File: src/rtl/ysyx_22050019_mem_arbiter_pkg.sv
// Shared encodings and default widths for the memory arbiter and its IFU/LSU clients.
package ysyx_22050019_mem_arbiter_pkg;

    localparam int unsigned DEF_ADDR_W = 32;
    localparam int unsigned DEF_DATA_W = 64;

    typedef enum logic [1:0] {
        StIdle,
        StIssue,
        StWait
    } state_e;

    typedef enum logic [1:0] {
        OwnNone,
        OwnIfu,
        OwnLsu
    } owner_e;

endpackage

File: src/rtl/ysyx_22050019_mem_arbiter.sv
// Single-outstanding arbiter sharing one memory port between IFU fetches and LSU accesses.
// LSU has strict priority; an IFU flush drops the in-flight fetch response.
module ysyx_22050019_mem_arbiter
    import ysyx_22050019_mem_arbiter_pkg::*;
#(
    parameter int unsigned ADDR_W = DEF_ADDR_W,
    parameter int unsigned DATA_W = DEF_DATA_W
) (
    input  logic                clk,
    input  logic                rst_n,

    input  logic                ifu_req_valid,
    output logic                ifu_req_ready,
    input  logic [ADDR_W-1:0]   ifu_addr,
    input  logic                ifu_flush,
    output logic                ifu_rsp_valid,
    output logic [DATA_W-1:0]   ifu_rdata,

    input  logic                lsu_req_valid,
    output logic                lsu_req_ready,
    input  logic [ADDR_W-1:0]   lsu_addr,
    input  logic                lsu_wen,
    input  logic [DATA_W-1:0]   lsu_wdata,
    input  logic [DATA_W/8-1:0] lsu_wstrb,
    output logic                lsu_rsp_valid,
    output logic [DATA_W-1:0]   lsu_rdata,

    output logic                mem_req_valid,
    input  logic                mem_req_ready,
    output logic [ADDR_W-1:0]   mem_addr,
    output logic                mem_wen,
    output logic [DATA_W-1:0]   mem_wdata,
    output logic [DATA_W/8-1:0] mem_wstrb,
    input  logic                mem_rsp_valid,
    input  logic [DATA_W-1:0]   mem_rdata,

    output logic                ifu_stall_req,
    output logic                lsu_stall_req
);

    state_e                state_q, state_d;
    owner_e                owner_q, owner_d;
    logic                  drop_q, drop_d;
    logic [ADDR_W-1:0]     addr_q, addr_d;
    logic                  wen_q, wen_d;
    logic [DATA_W-1:0]     wdata_q, wdata_d;
    logic [DATA_W/8-1:0]   wstrb_q, wstrb_d;

    always_ff @(posedge clk) begin
        if (!rst_n) begin
            state_q <= StIdle;
            owner_q <= OwnNone;
            drop_q  <= 1'b0;
            addr_q  <= '0;
            wen_q   <= 1'b0;
            wdata_q <= '0;
            wstrb_q <= '0;
        end else begin
            state_q <= state_d;
            owner_q <= owner_d;
            drop_q  <= drop_d;
            addr_q  <= addr_d;
            wen_q   <= wen_d;
            wdata_q <= wdata_d;
            wstrb_q <= wstrb_d;
        end
    end

    always_comb begin
        state_d       = state_q;
        owner_d       = owner_q;
        drop_d        = drop_q;
        addr_d        = addr_q;
        wen_d         = wen_q;
        wdata_d       = wdata_q;
        wstrb_d       = wstrb_q;
        ifu_req_ready = 1'b0;
        lsu_req_ready = 1'b0;
        ifu_rsp_valid = 1'b0;
        lsu_rsp_valid = 1'b0;
        mem_req_valid = 1'b0;

        case (state_q)
            StIdle: begin
                if (lsu_req_valid) begin
                    lsu_req_ready = 1'b1;
                    addr_d        = lsu_addr;
                    wen_d         = lsu_wen;
                    wdata_d       = lsu_wdata;
                    wstrb_d       = lsu_wstrb;
                    owner_d       = OwnLsu;
                    state_d       = StIssue;
                end else if (ifu_req_valid && !ifu_flush) begin
                    ifu_req_ready = 1'b1;
                    addr_d        = ifu_addr;
                    wen_d         = 1'b0;
                    wstrb_d       = '0;
                    owner_d       = OwnIfu;
                    state_d       = StIssue;
                end
            end
            StIssue: begin
                mem_req_valid = 1'b1;
                if (ifu_flush && owner_q == OwnIfu) drop_d = 1'b1;
                if (mem_req_ready) state_d = StWait;
            end
            StWait: begin
                if (ifu_flush && owner_q == OwnIfu) drop_d = 1'b1;
                if (mem_rsp_valid) begin
                    // A flush arriving with the response still kills it.
                    lsu_rsp_valid = (owner_q == OwnLsu);
                    ifu_rsp_valid = (owner_q == OwnIfu) && !drop_q && !ifu_flush;
                    owner_d       = OwnNone;
                    drop_d        = 1'b0;
                    state_d       = StIdle;
                end
            end
            default: begin
                state_d = StIdle;
                owner_d = OwnNone;
                drop_d  = 1'b0;
            end
        endcase

        if (!rst_n) begin
            ifu_req_ready = 1'b0;
            lsu_req_ready = 1'b0;
            ifu_rsp_valid = 1'b0;
            lsu_rsp_valid = 1'b0;
            mem_req_valid = 1'b0;
        end
    end

    assign mem_addr  = addr_q;
    assign mem_wen   = wen_q;
    assign mem_wdata = wdata_q;
    assign mem_wstrb = wstrb_q;
    assign ifu_rdata = mem_rdata;
    assign lsu_rdata = mem_rdata;

    assign lsu_stall_req = (lsu_req_valid | (owner_q == OwnLsu)) & ~lsu_rsp_valid;
    assign ifu_stall_req = (ifu_req_valid | ((owner_q == OwnIfu) & ~drop_q)) & ~ifu_rsp_valid;

endmodule
File: config.mk
export PLATFORM = sky130hd
export DESIGN_NAME = ysyx_22050019_mem_arbiter
export DESIGN_NICKNAME = d
export VERILOG_FILES = /design/src/rtl/ysyx_22050019_mem_arbiter_pkg.sv /design/src/rtl/ysyx_22050019_mem_arbiter.sv
export SDC_FILE = /design/constraint.sdc
export NUM_CORES = 1
export LEC_CHECK = 0
export ABC_AREA = 1
export BUFFER_PORTS_ARGS = -buffer_cell sky130_fd_sc_hd__buf_2
export CAP_MARGIN = 20
export CORE_AREA = 2 2 174 176
export CTS_BUF_LIST = sky130_fd_sc_hd__clkbuf_4 sky130_fd_sc_hd__clkbuf_8
export DETAILED_ROUTE_END_ITERATION = 8
export DIE_AREA = 0 0 176 178
export PLACE_DENSITY_LB_ADDON = 0.08
export SLEW_MARGIN = 20
export SYNTH_ARGS = -nofsm -noshare
export SYNTH_HDL_FRONTEND = slang
export SYNTH_SLANG_ARGS = --single-unit
File: constraint.sdc
create_clock -name clk -period 3.3 [get_ports clk]
set_clock_uncertainty 0.15 [all_clocks]
set_input_delay 0.33 -clock clk [delete_from_list [all_inputs] [get_ports clk]]
set_output_delay 0.33 -clock clk [all_outputs]
set_load 0.02 [all_outputs]
# After elaboration in Yosys (flattened, before gate mapping)
# Cells that the tools add are included.
# word_totals
ff_bits	110
inputBits	208
out_inout_bits	240
word_cells	66
# classes
eq_ne	7
mux	31
bitwise_logic	9
n_reduce_logical	12
# ops
cell	count
$mux 32	2
$mux 1	19
$mux 8	2
$pmux 2 s3	2
$mux 2	5
$reduce_and 3->1	2
$eq 2x1->1 const B	2
$eq 2x2->1 const B	2
$logic_and 1x1->1	4
$ne 2x2->1 const B	2
$not 1->1	4
$reduce_and 2->1	2
$and 1x1->1	3
$ne 3x3->1 const B	1
$pmux 1 s3	1
$logic_not 1->1	2
$logic_not 2->1	1
$or 1x1->1	2
$reduce_bool 2->1	1

# Depth between registers and ports, before layout
# depth
ltp_word	8
mapped_depth	9
ltp_nobuf	8

# Worst setup path after synthesis
# OpenSTA, ideal clock, no wires.
# synth_path
path_type	register to output
startpoint	register state_q[0]
endpoint	output port ifu_req_ready
t_arrival_ps	1227
t_required_ps	2820
slack_ps	1593
path_stages_with_launch	6
n_path_buf	1
cell_sequence	dfxtp_1 > inv_1 > ha_1 > buf_4 > nand2_1 > nor3_1
# synth_between
elab_chain_cells	3
# synth_rtl
item	line_no	rtl
from (decl)	ysyx_22050019_mem_arbiter.sv:41	state_e state_q, state_d;
from (signal assigned)	ysyx_22050019_mem_arbiter.sv:51	state_q <= StIdle;
from (signal assigned)	ysyx_22050019_mem_arbiter.sv:59	state_q <= state_d;
$logic_not 2->1	ysyx_22050019_mem_arbiter.sv:83	case (state_q)
$mux 1	ysyx_22050019_mem_arbiter.sv:83	
$mux 1	ysyx_22050019_mem_arbiter.sv:125	if (!rst_n) begin
to (decl)	ysyx_22050019_mem_arbiter.sv:13	output logic ifu_req_ready,
# Every way passes these cells.

# Worst setup path after layout
# Same ends and word-level chain as after synthesis.

==> flow_summary.toml <==
[power_and_ir_drop]
p_seq_share_pct = 38.6
p_int_mw = 2.62
power_mw = 4.76
switching_share_pct = 44.9
vdd_drop_max_uv = 221
p_leak_nw = 3.32
power_switching_mw = 2.14
p_clk_share_pct = 18.2
comb_power_share_pct = 43.2
p_per_area_mw_per_mm2 = 715

[yosys]
synthesis.area_mm2 = 0.00546
synthesis.instances = 758
yosysWarnings = 0
ys_types = 18
post-synth-top-area-cell = "dfxtp_1"
synth_seq_area_share_pct = 40.3
synth_nets = 970
ys_ff_latch = 110
yosys-top-cells-area = "dfxtp_1 (40%), buf_4 (19%), nand2_1 (11%)"
synth_top_area_share_pct = 40.3
avgSynthCellArea_um2 = 7.21

[floorplanning]
num_rows = 63
die_w_um = 176
coreArea_mm2 = 0.0294
ios = 448
start_util_pct = 18.6
die_h_um = 178
die_area_mm2 = 0.0313

[timing]
finalHoldViolCount = 0
setup_viol = 0
maxSlewViolCount = 0
slew_headroom_pct = 56.9
tightestPinTransition_ns = 0.647
period_needed_ns = 2.50
maxClockFrequency_ghz = 0.400
rsz0062_at_grt = "false"
setup_tns_ns = 0
fin_crit_sh_pct = 75.7

[global_routing]
grt_max_degree = 65
grt.overflow.total = 0
antenna_found_initial = 3
globalRouteTotalUtil_pct = 11.8
grt_pass1_wl_mm = 28.5
grt_pass1_vias = 5100

[cells_and_area]
fillers = 3361
nets = 1111
post-route-util_pct = 22.6
final_cell_mix = "buf_2 (255), nand2_1 (163), nor2_1 (140)"
drive_gt1_share_pct = 31.6
area_growth_syn_to_layout_pct = 21.8
mostFrequentLayoutCell = "buf_2"

[drt]
via_per_inst = 3.85
vias = 4987
drc_errors = 0
first_pass_iters = 4
postRouteWirelength_mm = 18.9
ant_nets = 0
wl_per_cell_um = 14.6
drt_iter0_markers = 201

[placement]
port_buffers = 255
post-dp-hpwl_mm = 13.6
gp_congestion = 0.716

[clock_network]
clock_latency_ns = 0.39
clock_path_buffers = 2
cts_tree = "yes"
htreeDepth = 3
root_buffer = "clkbuf_8"
clock-sinks = 110
clkTransAtPathRegs_ns = 0.14
cts_buffers = 9
cts_setup_buffers = 0

[critical_path]
worstPathRequired_ns = 2.82
critPathLaunchType = "register"
cp-startpoint = "state_q[0]$_SDFFE_PN0P_"
critPathKind = "reg -> out"
cp_data_arrival_time_ns = 2.02
worstSetupEndpointType = "primary output"
r2r-start = "state_q[0]$_SDFFE_PN0P_"
cp_max_fo = 36

[hold_path]
hold_path.startpoint = "lsu_wdata[18]"
min_path_type = "in -> reg"

[run]
cap_viol_max_count = 0

[run_status]
outcome = "finished, final reports clean"
==> critical path, cell delays in order (launching register included) <==
cell,delay [ns]
dfxtp_1,0.34
inv_1,0.10
ha_1,0.27
buf_4,0.43
nand2_1,0.13
nor3_1,0.13
buf_2,0.22
==> cell type report <==
cell class	count	area (um^2)	area share [%]
clock inverter	7	78.8	1.18
antenna	1	2.50	0.0376
timing repair buffer	302	1730	25.9
inverter	17	66.3	0.996
multi-input combinational	459	1970	29.6
clock buffer	9	124	1.86
tap	390	488	7.33
sequential	110	2200	33.1
==> power by group through the flow <==
stage | registers, mW | clock network [mW] | logic (mW)
floorplan | 2.25 | 0 | 1.23
global placement | 1.87 | 0 | 2.11
detailed placement | 1.87 | 0 | 2.09
CTS | 1.84 | 0.950 | 2.13
global route | 1.89 | 0.989 | 2.31
finish | 1.84 | 0.868 | 2.06
==> synthesized netlist by cell type <==
cell type and n:
buf_6 5, clkbuf_1 10, nor2_2 1, ha_1 4, o21ai_1 8, inv_2 2
inv_1 14, nand3_1 46, buf_2 18, inv_4 1, nor3_1 1, nor2_1 140
o21ai_0 57, dfxtp_1 110, a21oi_1 36, buf_4 139, nand2_4 3, nand2_1 163
==> flip-flops by register name, indices dropped and copies added (netlist names) <==
register	cells
drop_q	1
mem_addr	32
mem_wdata	64
mem_wen	1
mem_wstrb	8
owner_q	2
state_q	2
==> what timing repair did <==
item | CTS | global route
hold buffers | 39 | 0
gates resized for setup | 0 | 0
hold endpoints to repair | 39 | 0
==> through the flow <==
step	setup WS, ns	cell area (um^2)	hold slack [ns]	cells
6_report	0.801	6660	0.0287	1295
4_1_cts	0.696	6650	0.000333	1294
3_5_place_dp	1.09	6060	0.305	1239
2_1_floorplan	1.59	5460	0.290	758
3_3_place_gp	1.09	6060	0.295	1239
5_1_grt	0.597	6650	0.00994	1294
==> logic make-up (layout without fill, tap and decap cells) <==
| kind of cell | Yosys count | in the layout | synth area share, % |
|---|---|---|---|
| other | 0 | 1 | 0 |
| DFF | 110 | 110 | 40.3 |
| adders and majority gates | 4 | 4 | 0.916 |
| and+or+nand+nor | 354 | 354 | 25.9 |
| buffers and inverters | 189 | 335 | 23.7 |
| AOI/OAI and AO/OA | 101 | 101 | 9.25 |
==> layer usage <==
layer,GRT usage (%),wire length (um),vias up
li1,-,-,2536
met3,5.01,1830,55
met5,0,0,-
met4,5.23,584,0
met2,19.0,8590,196
met1,13.5,7940,2200
==> path summary, 6_finish.rpt <==
kind	end	slack, ns	cells past startpoint
setup / recovery	ifu_req_ready	0.80	6
setup reg to reg	mem_wdata[19]$_SDFFE_PN0P_	1.21	7
hold / removal	mem_wdata[18]$_SDFFE_PN0P_	0.03	3
hold reg to reg	mem_addr[10]$_SDFFE_PN0P_	0.32	2
(Power assumes the default switching activity.)
